File: src/rtl/mem_arb_pkg.sv
// Shared constants, types and helpers for the memory port arbiter.
package mem_arb_pkg;

  localparam int ARB_RR    = 0;
  localparam int ARB_FIXED = 1;

  // Tag id field is sized for the largest requester count we expect to share a port.
  localparam int TAG_ID_W  = 8;

  function automatic int id_width(input int n);
    return (n > 1) ? $clog2(n) : 1;
  endfunction

  typedef struct packed {
    logic                valid;
    logic [TAG_ID_W-1:0] id;
  } rd_tag_t;

endpackage

File: src/rtl/mem_port_arbiter_rr_grant.sv
// Combinational grant selection: round-robin from the requester after ptr, or
// fixed priority where the lowest index wins.
module rr_grant
  import mem_arb_pkg::*;
#(
  parameter int NUM_REQ    = 3,
  parameter int FIXED_PRIO = ARB_RR,
  parameter int IDX_W      = id_width(NUM_REQ)
) (
  input  logic [NUM_REQ-1:0] req,
  input  logic [IDX_W-1:0]   ptr,
  output logic [NUM_REQ-1:0] gnt,
  output logic [IDX_W-1:0]   idx
);

  // Fixed priority is a rotation that always starts just after the top index.
  logic [IDX_W-1:0] base;

  assign base = (FIXED_PRIO == ARB_FIXED) ? IDX_W'(NUM_REQ - 1) : ptr;

  always_comb begin
    gnt = '0;
    idx = '0;
    // Scan farthest-to-nearest so the nearest asserted requester overwrites last.
    for (int k = NUM_REQ; k >= 1; k--) begin
      if (req[(int'(base) + k) % NUM_REQ]) begin
        gnt                                 = '0;
        gnt[(int'(base) + k) % NUM_REQ]     = 1'b1;
        idx                                 = IDX_W'((int'(base) + k) % NUM_REQ);
      end
    end
  end

endmodule

File: src/rtl/mem_port_arbiter.sv
// Shares one single-port memory between NUM_REQ masters and routes read data
// back to the issuing requester after the memory's read latency.
module mem_port_arbiter
  import mem_arb_pkg::*;
#(
  parameter int  NUM_REQ    = 3,
  parameter int  ADDR_W     = 17,
  parameter int  DATA_W     = 12,
  parameter int  RD_LAT     = 1,
  parameter int  FIXED_PRIO = ARB_RR,
  localparam int ID_W       = id_width(NUM_REQ)
) (
  input  logic                      clock,
  input  logic                      nreset,
  input  logic [NUM_REQ-1:0]        req_valid,
  output logic [NUM_REQ-1:0]        req_ready,
  input  logic [NUM_REQ-1:0]        req_wen,
  input  logic [NUM_REQ*ADDR_W-1:0] req_addr,
  input  logic [NUM_REQ*DATA_W-1:0] req_wdata,
  output logic [NUM_REQ-1:0]        rsp_valid,
  output logic [DATA_W-1:0]         rsp_rdata,
  output logic                      mem_en,
  output logic                      mem_wen,
  output logic [ADDR_W-1:0]         mem_addr,
  output logic [DATA_W-1:0]         mem_din,
  input  logic [DATA_W-1:0]         mem_dout,
  output logic [ID_W-1:0]           grant_id
);

  logic [NUM_REQ-1:0] gnt;
  logic [ID_W-1:0]    gnt_idx;
  logic [ID_W-1:0]    ptr;
  logic               xfer;
  rd_tag_t            tag_p0;
  rd_tag_t            tag_pipe_p1 [RD_LAT];
  rd_tag_t            tag_out;

  rr_grant #(
    .NUM_REQ    (NUM_REQ),
    .FIXED_PRIO (FIXED_PRIO),
    .IDX_W      (ID_W)
  ) u_grant (
    .req (req_valid),
    .ptr (ptr),
    .gnt (gnt),
    .idx (gnt_idx)
  );

  // No handshake completes while reset is held, so pending requests re-arbitrate afterwards.
  assign req_ready = nreset ? gnt : '0;
  assign xfer      = |req_ready;

  always_ff @(posedge clock) begin
    if (!nreset) begin
      ptr      <= ID_W'(NUM_REQ - 1);
      grant_id <= '0;
    end else if (xfer) begin
      ptr      <= gnt_idx;
      grant_id <= gnt_idx;
    end
  end

  // Stage p0: registered memory drive, read tag launched alongside mem_en.
  always_ff @(posedge clock) begin
    if (!nreset || !xfer) begin
      mem_en   <= 1'b0;
      mem_wen  <= 1'b0;
      mem_addr <= '0;
      mem_din  <= '0;
      tag_p0   <= '0;
    end else begin
      mem_en       <= 1'b1;
      mem_wen      <= req_wen[gnt_idx];
      mem_addr     <= req_addr[int'(gnt_idx)*ADDR_W +: ADDR_W];
      mem_din      <= req_wdata[int'(gnt_idx)*DATA_W +: DATA_W];
      tag_p0.valid <= !req_wen[gnt_idx];
      tag_p0.id    <= TAG_ID_W'(gnt_idx);
    end
  end

  // Stages p1..: tag delayed by the memory read latency.
  always_ff @(posedge clock) begin
    if (!nreset) begin
      for (int k = 0; k < RD_LAT; k++) tag_pipe_p1[k] <= '0;
    end else begin
      tag_pipe_p1[0] <= tag_p0;
      for (int k = 1; k < RD_LAT; k++) tag_pipe_p1[k] <= tag_pipe_p1[k-1];
    end
  end

  assign tag_out = tag_pipe_p1[RD_LAT-1];

  always_comb begin
    rsp_valid = '0;
    for (int i = 0; i < NUM_REQ; i++) begin
      rsp_valid[i] = tag_out.valid && (tag_out.id == TAG_ID_W'(i));
    end
    rsp_rdata = tag_out.valid ? mem_dout : '0;
  end

endmodule

File: config.mk
export PLATFORM = sky130hd
export DESIGN_NAME = mem_port_arbiter
export DESIGN_NICKNAME = d
export VERILOG_FILES = /design/src/rtl/mem_arb_pkg.sv /design/src/rtl/mem_port_arbiter_rr_grant.sv /design/src/rtl/mem_port_arbiter.sv
export SDC_FILE = /design/constraint.sdc
export NUM_CORES = 1
export LEC_CHECK = 0
export ABC_CLOCK_PERIOD_IN_PS = 6180
export CAP_MARGIN = 0
export CORE_UTILIZATION = 37
export CTS_CLUSTER_DIAMETER = 200
export CTS_CLUSTER_SIZE = 25
export DETAILED_ROUTE_END_ITERATION = 10
export PLACE_DENSITY_LB_ADDON = 0.2
export SLEW_MARGIN = 20
export SYNTH_ARGS = -nofsm -noshare
export SYNTH_HDL_FRONTEND = slang
export SYNTH_SLANG_ARGS = --single-unit
File: constraint.sdc
create_clock -name clock -period 6.18 [get_ports clock]
set_clock_uncertainty 0.2 [all_clocks]
set_input_delay 1.236 -clock clock [delete_from_list [all_inputs] [get_ports clock]]
set_output_delay 1.236 -clock clock [all_outputs]
set_load 0.005 [all_outputs]
==> results.json <==
{
  "period_share_pct": 75.5,
  "drive_above_1_share_pct": 6.81,
  "synthTopCellsByArea": "dfxtp_1 (37%), mux2i_1 (15%), a211oi_1 (6.9%)",
  "yosys_warnings": 0,
  "p_leak_uw": 0.00149,
  "ff2ff_setup_slack_ns": 2.90,
  "status": "completed",
  "fin_tns_setup_ns": 0,
  "die_w_um": 78.8,
  "slew_violations": 0,
  "worstHoldPathType": "reg -> reg",
  "root_buffer": "clkbuf_8",
  "gp_congestion": 0.804,
  "grt_pass1_wl_um": 9150,
  "syn-num-nets": 345,
  "insertedDiodeCount": 0,
  "synthFlopType": "dfxtp_1",
  "synth.top_cells.by_count": "dfxtp_1 (40), nor2_1 (39), mux2i_1 (33), a211oi_1 (20), and2_1 (15)",
  "cp_max_fo": 8,
  "dp.final_hpwl_um": 4700,
  "grt_max_degree": 66,
  "area_growth_pct": 77.6,
  "clock_latency_ns": 0.28,
  "core_sq_um": 5610,
  "hold_violations": 0,
  "max_slew_margin_pct": 43.9,
  "yosysMostFrequentCell": "dfxtp_1",
  "dieArea_sq_um": 6210,
  "port_buffers": 157,
  "yosys.area.top_type_share_pct": 36.7,
  "r2r_start": "grant_id[0]$_SDFFE_PN0P_",
  "ctsHoldBuffers": 0,
  "synth_top_area_cell": "dfxtp_1",
  "wl_um": 5980,
  "drt_iter0_drc": 64,
  "rsz0062_at_grt": "false",
  "maxCapViolCount": 0,
  "track_usage_pct": 18.8,
  "final_area_sq_um": 3880,
  "setup_viol": 0,
  "cts_resized": 0,
  "switching_share_pct": 34.9,
  "end_kind": "output pin",
  "peakVddDrop_uv": 248,
  "grt_pass1_vias": 1967,
  "r2r_cells": 8,
  "syn_area_sq_um": 2180,
  "netlist_instances": 234,
  "antenna_found_initial": 0,
  "path_class": "in -> out",
  "io-pin-count": 158,
  "timing.final.crit_period_ns": 4.67,
  "cts_tree": "yes",
  "firstDrtPassIters": 4,
  "worstSetupStartpointType": "input pin",
  "p_seq_share_pct": 27.2,
  "cp.required_ns": 4.74,
  "n_fill_cell": 463,
  "viasPerCell": 4.89,
  "cts_buffers": 5,
  "yosys.cell_types.count": 39,
  "clkSlewWorstSetupHoldPaths_ns": 0.07,
  "ys_seq_area_share_pct": 36.7,
  "wire_per_inst_um": 13.2,
  "htree_levels": 2,
  "fin_nets": 492,
  "p_switching_uw": 476,
  "ys_ff_latch": 40,
  "cellPowerDensity_nw_per_um2": 352,
  "drc": 0,
  "vias": 2220,
  "start_util_pct": 38.9,
  "p_comb_share_pct": 55.9,
  "pwr-share-clk_pct": 16.9,
  "synth-edff-count": 0,
  "reg2reg_to": "mem_din[0]$_SDFF_PP0_",
  "max_freq_mhz": 214,
  "cts.sinks": 40,
  "cp.arrival_ns": 3.23,
  "rows": 27,
  "startpoint": "req_valid[2]",
  "tightest_slew_ns": 0.841,
  "drtAntennaViolNets": 0,
  "grt-ovfl-total": 0,
  "critPathCapture": "req_ready[0]",
  "postCtsSetupBuffers": 0,
  "avgSynthCellArea_sq_um": 9.33,
  "dpl-instance-area_sq_um": 3750,
  "synthArstFlopShare_pct": 0,
  "die_h_um": 78.8,
  "internal-power_uw": 890,
  "cts_buffer_depth": 2
}
==> sequential cells by signal, indices dropped and copies added (netlist names) <==
register	flops
mem_din	12
grant_id	2
ptr	1
mem_addr	17
tag_pipe_p1	3
mem_en	1
mem_wen	1
tag_p0	3
==> how the worst min path moves through the flow <==
stage,cells past startpoint,startpoint,slack [ns],to
floorplan,1,tag_p0[0]$_SDFF_PP0_,0.21,tag_pipe_p1[0][0]$_SDFF_PN0_
detailed placement,1,tag_p0[0]$_SDFF_PP0_,0.22,tag_pipe_p1[0][0]$_SDFF_PN0_
global route,1,tag_p0[0]$_SDFF_PP0_,0.25,tag_pipe_p1[0][0]$_SDFF_PN0_
CTS,1,tag_p0[0]$_SDFF_PP0_,0.24,tag_pipe_p1[0][0]$_SDFF_PN0_
finish,1,tag_p0[0]$_SDFF_PP0_,0.23,tag_pipe_p1[0][0]$_SDFF_PN0_
global placement,1,tag_p0[1]$_SDFF_PP0_,0.21,tag_pipe_p1[0][1]$_SDFF_PN0_
==> per-layer routing <==
metal | part of all wire (%) | global-route usage, % | wire length [um] | up-vias
met5 | 0 | 0 | 0 | -
met3 | 12 | 7.93 | 700 | 5
met4 | 0.74 | 4.91 | 44 | 0
li1 | - | - | - | 1118
met2 | 50 | 34.0 | 3020 | 108
met1 | 37 | 19.8 | 2220 | 989
==> critical path, cell delays in order <==
cell and delay (ns):
clkdlybuf4s50_1 0.67, and4bb_1 0.26, a221oi_1 0.25, o22ai_1 0.19
nor2_1 0.13, clkdlybuf4s50_1 0.51
==> logic make-up (layout without fill, tap and decap cells) <==
logic type	after synthesis	after routing	share of synthesized area (%)
and+or+nand+nor	76	76	17.5
AOI/OAI and AO/OA	52	52	20.5
DFF	40	40	36.7
muxes	34	34	15.6
buffers and inverters	28	176	7.34
adders and majority gates	4	4	2.29
==> area by class of cell <==
class	count	area [sq um]	area share, %
clock inverters	1	30.0	0.774
repair buffers	159	1590	40.9
flip-flops and latches	40	801	20.7
well taps	72	90.1	2.32
multi-input cells	166	1240	32.0
inverters	9	33.8	0.871
clock buffers	7	96.3	2.48
==> metrics by stage <==
| stage | cells | util [%] | total power, uW | setup WS (ns) | hold WS (ns) |
|---|---|---|---|---|---|
| 6_report | 454 | 69.1 | 1370 | 1.51 | 0.234 |
| 5_1_grt | 454 | 69.1 | 1460 | 1.35 | 0.246 |
| 3_3_place_gp | 446 | 66.9 | 1130 | 1.56 | 0.215 |
| 2_1_floorplan | 234 | - | 853 | 2.46 | 0.212 |
| 3_5_place_dp | 446 | 66.9 | 1150 | 1.52 | 0.219 |
| 4_1_cts | 454 | 69.1 | 1380 | 1.52 | 0.236 |
==> layout by cell type, fill, tap and decap left out, types with 2 or more instances in the layout <==
| cell type | n |
|---|---|
| nand2b_1 | 3 |
| or2_1 | 2 |
| buf_4 | 2 |
| a31oi_1 | 2 |
| nand3b_1 | 2 |
| a211oi_1 | 20 |
| nand2_1 | 5 |
| a21oi_1 | 8 |
| o21ai_0 | 2 |
| dfxtp_1 | 40 |
| clkdlybuf4s50_1 | 157 |
| nor2_1 | 39 |
| and2_1 | 15 |
| and3b_1 | 2 |
| ha_1 | 4 |
| a211oi_2 | 10 |
| inv_1 | 8 |
| clkbuf_8 | 7 |
| nor2b_1 | 3 |
| mux2i_1 | 33 |
==> power groups by stage <==
stage | clock, uW | combinational (uW) | sequential, uW
after floorplan | 0 | 468 | 385
after global placement | 0 | 759 | 376
after detailed placement | 0 | 770 | 379
after CTS | 235 | 773 | 373
after global routing | 247 | 832 | 381
final | 231 | 764 | 371
No activity file was read; power rests on OpenSTA's default activity.
